$ cat src/rtl/cc_life_counter.sv
// rtl/cc_life_counter.sv - frog life counter FSM (GAMEOVER/ALIVE/GRACE), registered outputs.
// Define CC_LIFE_COUNTER_GRACE_EN to build the GRACE invulnerability state and its timer.
module cc_life_counter #(
  parameter int LIFECOUNTER_DATAWIDTH   = 3,
  parameter int LIFECOUNTER_INITLIVES   = 3,
  parameter int LIFECOUNTER_MAXLIVES    = 7,
  parameter int LIFECOUNTER_GRACEWIDTH  = 26,
  parameter int LIFECOUNTER_GRACECYCLES = 50000000
) (
  input  logic                             CC_LIFE_COUNTER_CLOCK_50,
  input  logic                             CC_LIFE_COUNTER_RESET_InLow,
  input  logic                             CC_LIFE_COUNTER_load_InHigh,
  input  logic                             CC_LIFE_COUNTER_hit_InHigh,
  input  logic                             CC_LIFE_COUNTER_bonus_InHigh,
  output logic [LIFECOUNTER_DATAWIDTH-1:0] CC_LIFE_COUNTER_data_OutBUS,
  output logic                             CC_LIFE_COUNTER_gameover_OutHigh,
  output logic                             CC_LIFE_COUNTER_invincible_OutHigh,
  output logic                             CC_LIFE_COUNTER_lost_OutHigh
);

  localparam logic [1:0] ST_GAMEOVER = 2'd0;
  localparam logic [1:0] ST_ALIVE    = 2'd1;
`ifdef CC_LIFE_COUNTER_GRACE_EN
  localparam logic [1:0] ST_GRACE    = 2'd2;
  localparam logic [LIFECOUNTER_GRACEWIDTH-1:0] GRACE_LOAD =
    LIFECOUNTER_GRACEWIDTH'(LIFECOUNTER_GRACECYCLES - 1);
`endif

  localparam logic [LIFECOUNTER_DATAWIDTH-1:0] INIT_C = LIFECOUNTER_DATAWIDTH'(LIFECOUNTER_INITLIVES);
  localparam logic [LIFECOUNTER_DATAWIDTH-1:0] MAX_C  = LIFECOUNTER_DATAWIDTH'(LIFECOUNTER_MAXLIVES);
  localparam logic [LIFECOUNTER_DATAWIDTH-1:0] ONE_C  = LIFECOUNTER_DATAWIDTH'(1);

  logic [1:0]                       state_q, state_d;
  logic [LIFECOUNTER_DATAWIDTH-1:0] count_q, count_d;
  logic                             lost_q, lost_d;
  logic                             gameover_q;
`ifdef CC_LIFE_COUNTER_GRACE_EN
  logic [LIFECOUNTER_GRACEWIDTH-1:0] timer_q, timer_d;
  logic                              invincible_q;
`endif

  always_comb begin
    state_d = state_q;
    count_d = count_q;
    lost_d  = 1'b0;
`ifdef CC_LIFE_COUNTER_GRACE_EN
    timer_d = timer_q;
`endif
    if (CC_LIFE_COUNTER_load_InHigh) begin
      count_d = INIT_C;
      state_d = ST_ALIVE;
`ifdef CC_LIFE_COUNTER_GRACE_EN
      timer_d = '0;
`endif
    end else begin
      case (state_q)
        ST_ALIVE: begin
          // A hit swallows a same-cycle bonus.
          if (CC_LIFE_COUNTER_hit_InHigh) begin
            lost_d = 1'b1;
            if (count_q > ONE_C) begin
              count_d = count_q - ONE_C;
`ifdef CC_LIFE_COUNTER_GRACE_EN
              state_d = ST_GRACE;
              timer_d = GRACE_LOAD;
`endif
            end else begin
              count_d = '0;
              state_d = ST_GAMEOVER;
            end
          end else if (CC_LIFE_COUNTER_bonus_InHigh && (count_q < MAX_C)) begin
            count_d = count_q + ONE_C;
          end
        end
`ifdef CC_LIFE_COUNTER_GRACE_EN
        ST_GRACE: begin
          if (CC_LIFE_COUNTER_bonus_InHigh && (count_q < MAX_C)) begin
            count_d = count_q + ONE_C;
          end
          if (timer_q == '0) begin
            state_d = ST_ALIVE;
          end else begin
            timer_d = timer_q - 1'b1;
          end
        end
`endif
        default: begin
          count_d = '0;
          state_d = ST_GAMEOVER;
        end
      endcase
    end
  end

  always_ff @(posedge CC_LIFE_COUNTER_CLOCK_50) begin
    if (!CC_LIFE_COUNTER_RESET_InLow) begin
      state_q    <= ST_GAMEOVER;
      count_q    <= '0;
      lost_q     <= 1'b0;
      gameover_q <= 1'b1;
    end else begin
      state_q    <= state_d;
      count_q    <= count_d;
      lost_q     <= lost_d;
      gameover_q <= (state_d == ST_GAMEOVER);
    end
  end

`ifdef CC_LIFE_COUNTER_GRACE_EN
  always_ff @(posedge CC_LIFE_COUNTER_CLOCK_50) begin
    if (!CC_LIFE_COUNTER_RESET_InLow) begin
      timer_q      <= '0;
      invincible_q <= 1'b0;
    end else begin
      timer_q      <= timer_d;
      invincible_q <= (state_d == ST_GRACE);
    end
  end

  assign CC_LIFE_COUNTER_invincible_OutHigh = invincible_q;
`else
  assign CC_LIFE_COUNTER_invincible_OutHigh = 1'b0;
`endif

  assign CC_LIFE_COUNTER_data_OutBUS      = count_q;
  assign CC_LIFE_COUNTER_gameover_OutHigh = gameover_q;
  assign CC_LIFE_COUNTER_lost_OutHigh     = lost_q;

endmodule

$ cat config.mk
export PLATFORM = sky130hd
export DESIGN_NAME = cc_life_counter
export DESIGN_NICKNAME = d
export VERILOG_FILES = /design/src/rtl/cc_life_counter.sv
export SDC_FILE = /design/constraint.sdc
export NUM_CORES = 1
export LEC_CHECK = 0
export CAP_MARGIN = 20
export CORE_UTILIZATION = 23
export DETAILED_ROUTE_END_ITERATION = 8
export PLACE_DENSITY_LB_ADDON = 0.08
export SYNTH_ARGS = -nofsm -noshare
export SYNTH_HDL_FRONTEND = slang
export SYNTH_SLANG_ARGS = --single-unit
$ cat constraint.sdc
create_clock -name CC_LIFE_COUNTER_CLOCK_50 -period 2 [get_ports CC_LIFE_COUNTER_CLOCK_50]
set_clock_uncertainty 0.2 [all_clocks]
set_input_delay 0.4 -clock CC_LIFE_COUNTER_CLOCK_50 [delete_from_list [all_inputs] [get_ports CC_LIFE_COUNTER_CLOCK_50]]
set_output_delay 0.4 -clock CC_LIFE_COUNTER_CLOCK_50 [all_outputs]
set_load 0.01 [all_outputs]
== Word level (Yosys, flattened, before mapping) ==
Index checks and enable logic that the tools add are counted.

* Register bits after elaboration: 7
* Input port bits: 5
* Output and inout port bits: 6
* Word-level logic and storage cells: 27

* Add/subtract/negate cells: 2
* Magnitude comparators: 2
* Equal/unequal tests: 2
* Mux-type cells: 10
* Bitwise logic cells: 2
* Reduce and logical (&&, ||, !) cells: 4

{| class="wikitable"
|+ Operators with widths
! kind !! count
|-
| $mux 2 || 6
|-
| $mux 3 || 3
|-
| $ne 4x4->1 const B || 1
|-
| $add 3x1->3 const B || 1
|-
| $gt 3x1->1 const B || 1
|-
| $lt 3x3->1 const B || 1
|-
| $reduce_or 3->1 || 1
|-
| $sub 3x1->3 const B || 1
|-
| $eq 2x1->1 const B || 1
|-
| $logic_not 2->1 || 1
|-
| $not 1->1 || 2
|-
| $reduce_bool 2->1 || 1
|-
| $logic_and 1x1->1 || 1
|-
| $mux 1 || 1
|}

== Depth between registers and ports, before layout ==
* Depth in word-level cells: 6
* Gate-level depth with buffers: 5
* Gate-level depth less buffers: 5

== Worst setup path after synthesis ==
Ideal clock, no wire load.

* Path kind: reg2reg
* From: register count_q[0] (netlist: CC_LIFE_COUNTER_data_OutBUS[0])
* To: register count_q[1] (netlist: CC_LIFE_COUNTER_data_OutBUS[1])
* Setup time: 0.122 ns
* Arrival time: 1.341 ns
* Data required time: 1.678 ns
* Slack: 0.338 ns
* Cell stages (with the launch flop): 6
* Buffers on the path: 0
* Period minus slack after synthesis: 1.662 ns
* Cell sequence: dfxtp_1 inv_1 ha_1 xnor2_1 a211oi_1 o311a_1

* Word-level cells in the longest chain between the ends: 5
* Elaborated cells between the ends (all ways): 11
* Classes of those cells: add/sub (2); order compare (2); eq/ne (1); mux (5); reduce/logical (1)

{| class="wikitable"
|+ RTL lines
! element !! line !! source
|-
| from (decl) || 34 || <nowiki>logic [LIFECOUNTER_DATAWIDTH-1:0] count_q, count_d;</nowiki>
|-
| from (signal assigned) || 103 || <nowiki>count_q <= count_d;</nowiki>
|-
| $add 3x1->3, or another cell as far along || 72 || <nowiki>count_d = count_q + ONE_C;</nowiki>
|-
| $mux 3, on equally long branches || 71, 61 ||
|-
| $mux 3 || 59 || <nowiki>if (CC_LIFE_COUNTER_hit_InHigh) begin</nowiki>
|-
| $mux 2 || 56 || <nowiki>case (state_q)</nowiki>
|-
| $mux 2 || 49 || <nowiki>if (CC_LIFE_COUNTER_load_InHigh) begin</nowiki>
|}

Parallel ways exist; a longest one is shown, timed or not. The select of a mux whose other input is x is not followed.
A chain may end at the register's enable or synchronous reset.

== Worst setup path after layout ==
* From: register count_q[0] (netlist: CC_LIFE_COUNTER_data_OutBUS[0])
* To: output CC_LIFE_COUNTER_data_OutBUS[0]

{| class="wikitable"
|+ RTL lines
! element !! line !! source
|-
| to (decl) || 15 || <nowiki>output logic [LIFECOUNTER_DATAWIDTH-1:0] CC_LIFE_COUNTER_data_OutBUS,</nowiki>
|}

No word-level cell between the ends.

==> metrics.md <==
| Metric | Value |
|---|---|
| Achievable Freq | 530.2 MHz |
| Register area share after synthesis | 34.89% |
| Detailed router's first-iteration violation count | 4 |
| Vias in the first global route | 335 |
| Endpoint class of the critical path | output pin |
| Cell-by-cell listing of the critical path | clkdlybuf4s50_1 |
| Total design power | 0.0003393 W |
| Largest net degree at the start of global routing | 8 |
| GR Overflow Total | 0 |
| Die X | 43.79 µm |
| Cells taking the most area after synthesis | sky130_fd_sc_hd__dfxtp_1, sky130_fd_sc_hd__ha_1, sky130_fd_sc_hd__nor4b_4, sky130_fd_sc_hd__nand3_1, sky130_fd_sc_hd__o311a_1 |
| Die Y-Extent | 43.79 µm |
| TritonCTS sink count | 7 |
| Data arrival time of the critical path | 1.29 ns |
| Post-layout worst setup margin | 0.1140 ns |
| Nature of the critical path startpoint | register |
| Critical path start-end classification | reg -> out |
| CTS tree | yes |
| Final Instance Area | 556.8 µm² |
| Root buffer selected by CTS | sky130_fd_sc_hd__clkbuf_4 |
| Most common library cells after synthesis | sky130_fd_sc_hd__dfxtp_1, sky130_fd_sc_hd__nand3_1, sky130_fd_sc_hd__ha_1, sky130_fd_sc_hd__inv_1 |
| Number of failing hold endpoints at the final stage | 0 |
| Share of final-layout standard cells stronger than drive strength 1 | 18.18% |
| Total global routing track utilization | 10.01% |
| Number of fill cells in the layout | 161 |
| EDFF count, synth | 0 |
| Area of the mapped netlist | 401.6 µm² |
| Setup repair after global routing missed its margin | no |
| Crit share post-route | 94.30% |
| Total buffers and inverters traversed by the critical path | 1 |
| Residual antenna-violating net count after detailed routing | 0 |
| Cell Pwr Density | 609.3 nW/µm² |
| Count of TritonRoute iterations in the first routing pass | 6 |
| Maximum level of the CTS H-tree | 1 |
| GRT met1 Usage | 13.03% |
| Final setup TNS | 0 ns |
| Post-DP HPWL | 617.2 µm |
| Delay contributed by the slowest stage of the critical path | 0.59 ns |
| Instance area at placement | 530.5 µm² |
| Yosys warns | 0 |
| Worst-case vdd ir drop | 0.0002214 V |
| Layout Area Growth over Synthesis | 38.63% |
| Area share of the leading cell type in the synthesized netlist | 34.89% |
| Syn avg cell area | 10.30 µm² |
| Post-DR wirelength/cell | 10.66 µm |
| Met2 usage in global routing | 14.03% |
| Worst-path clk slew | 0.05 ns |
| Outcome | finished, violations left |
| Largest area contributor in the netlist | sky130_fd_sc_hd__dfxtp_1 |
| I/O pin count | 11 |
| Share of flip-flops with an asynchronous set or reset | 0% |
| Core Area | 1577 µm² |
| Clk buf depth | 2 |
| Number of pins with negative max-slew slack in the final report | 0 |
| Count of different cell masters after synthesis | 24 |
| Final Setup Violations | 0 |
| Via density per instance | 4.746 |
| Total area of sequential cells | 140.1 µm² |
| Placer's final routability congestion estimate | 0.6695 |
| Final min period | 1.886 ns |
| Number of nets in the layout | 64 |
| Count of hold-fix buffers inserted at cts | 0 |
| Drc violations | 1 |
| Synthesized netlist cell count | 39 |
| Postcts setup bufs | 0 |
| Static leakage | 0.2205 nW |
| Number of diodes | 0 |
| Number of buffer cells added on primary ports | 9 |
| Area of combinational cells with multiple inputs | 246.5 µm² |
| Global route hottest layer | met2 |
| TritonCTS buffer count | 3 |
| Wire length of the first global-routing pass | 1359 µm |
| Dominant synthesized flop cell | sky130_fd_sc_hd__dfxtp_1 |
| Crit-path slowest cell | sky130_fd_sc_hd__clkdlybuf4s50_1 |
| Pre-CTS setup slack | 0.009945 ns |
| Worst Path Required | 1.40 ns |
| Largest delay contributor family on the critical path | buffers and inverters |
| Violated checks | DRC |
| Clock latency reported for the late side of the worst-skew pair | 0.24 ns |
| Met3 global-route usage | 2.500% |
| Drt total wl | 757 µm |
| Antenna violations before repair | 0 |
| Post-cts repair resize count | 0 |
| Vias after detailed routing | 337 |
| Post-synthesis register bit count | 7 |
| Max-cap check violation count | 0 |
| Core Rows | 14 |
| Die ar. | 1918 µm² |
| Starting utilization of the core area | 25.48% |
| Most instantiated library cell after synthesis | sky130_fd_sc_hd__dfxtp_1 |
| Hold Path Class | reg -> reg |
| Maximum fanout along the worst path | 7 |
## power breakdown
group / internal (W) / switching [W] / total, W
Combinational: 0.0000346 / 0.0000263 / 0.0000609
Sequential: 0.000147 / 0.00000783 / 0.000154
Clock: 0.0000758 / 0.0000480 / 0.000124
## worst register-to-register path: stages (launching register included)
cell and delay (ns):
sky130_fd_sc_hd__dfxtp_1 0.45, sky130_fd_sc_hd__inv_1 0.09, sky130_fd_sc_hd__ha_1 0.31, sky130_fd_sc_hd__xnor2_1 0.14
sky130_fd_sc_hd__a211oi_1 0.06, sky130_fd_sc_hd__o311a_1 0.33
## worst paths after layout
check / end / slack (ns) / depth (start not counted) / from
min: CC_LIFE_COUNTER_data_OutBUS[2]$_SDFFE_PP0P_ / 0.33 / 2 / CC_LIFE_COUNTER_data_OutBUS[2]$_SDFFE_PP0P_
max: CC_LIFE_COUNTER_data_OutBUS[0] / 0.11 / 1 / CC_LIFE_COUNTER_data_OutBUS[0]$_SDFFE_PN0P_
max reg2reg: CC_LIFE_COUNTER_data_OutBUS[1]$_SDFFE_PN0P_ / 0.30 / 5 / CC_LIFE_COUNTER_data_OutBUS[0]$_SDFFE_PN0P_
min reg2reg: CC_LIFE_COUNTER_data_OutBUS[2]$_SDFFE_PP0P_ / 0.33 / 2 / CC_LIFE_COUNTER_data_OutBUS[2]$_SDFFE_PP0P_
## registers in the layout, summed over array words and instances, names as in the netlist
name and cells:
state_q 2, CC_LIFE_COUNTER_gameover_OutHigh 1, CC_LIFE_COUNTER_data_OutBUS 3, CC_LIFE_COUNTER_lost_OutHigh 1
## cell type report
cell class | count | area share [%]
timing repair buffer | 12 | 20.22
multi-input combinational | 29 | 44.27
clock buffer | 4 | 4.719
inverter | 3 | 2.022
sequential | 7 | 25.17
tap | 16 | 3.596
## logic make-up after synthesis
| group | Yosys count | synth area share, % |
|---|---|---|
| AO/OA/AOI/OAI | 11 | 23.05 |
| XOR/XNOR | 1 | 2.181 |
| adder cells (fa/ha/maj) | 3 | 9.347 |
| buffers and inverters | 4 | 4.673 |
| flip-flops | 7 | 34.89 |
| multiplexers | 1 | 2.492 |
| other | 1 | 0.9337 |
| AND/OR/NAND/NOR | 11 | 22.43 |
## stage by stage
step | hold WS [ns] | util [%] | instances
after global placement | 0.3192 | 33.65 | 67
after global routing | 0.3724 | 35.32 | 71
after floorplan | 0.2762 | - | 40
after detailed placement | 0.3318 | 33.65 | 67
final | 0.3326 | 35.32 | 71
after CTS | 0.3454 | 35.32 | 71
## routing by layer
layer	vias to the layer above	share of wire [%]
met4	0	0.66
met2	9	44
li1	176	-
met5	-	0
met1	150	49
met3	2	6.2
## placed cells by master (no fill, tap or decap), drive strengths merged, types with 2 or more instances in the layout
master,synthesis,routed
clkdlybuf4s50,0,9
dfxtp,7,7
nand3,4,4
clkbuf,0,4
inv,3,3
ha,3,3
buf,1,3
a211oi,2,2
o311a,2,2
conb,1,2
(Power assumes the default switching activity.)
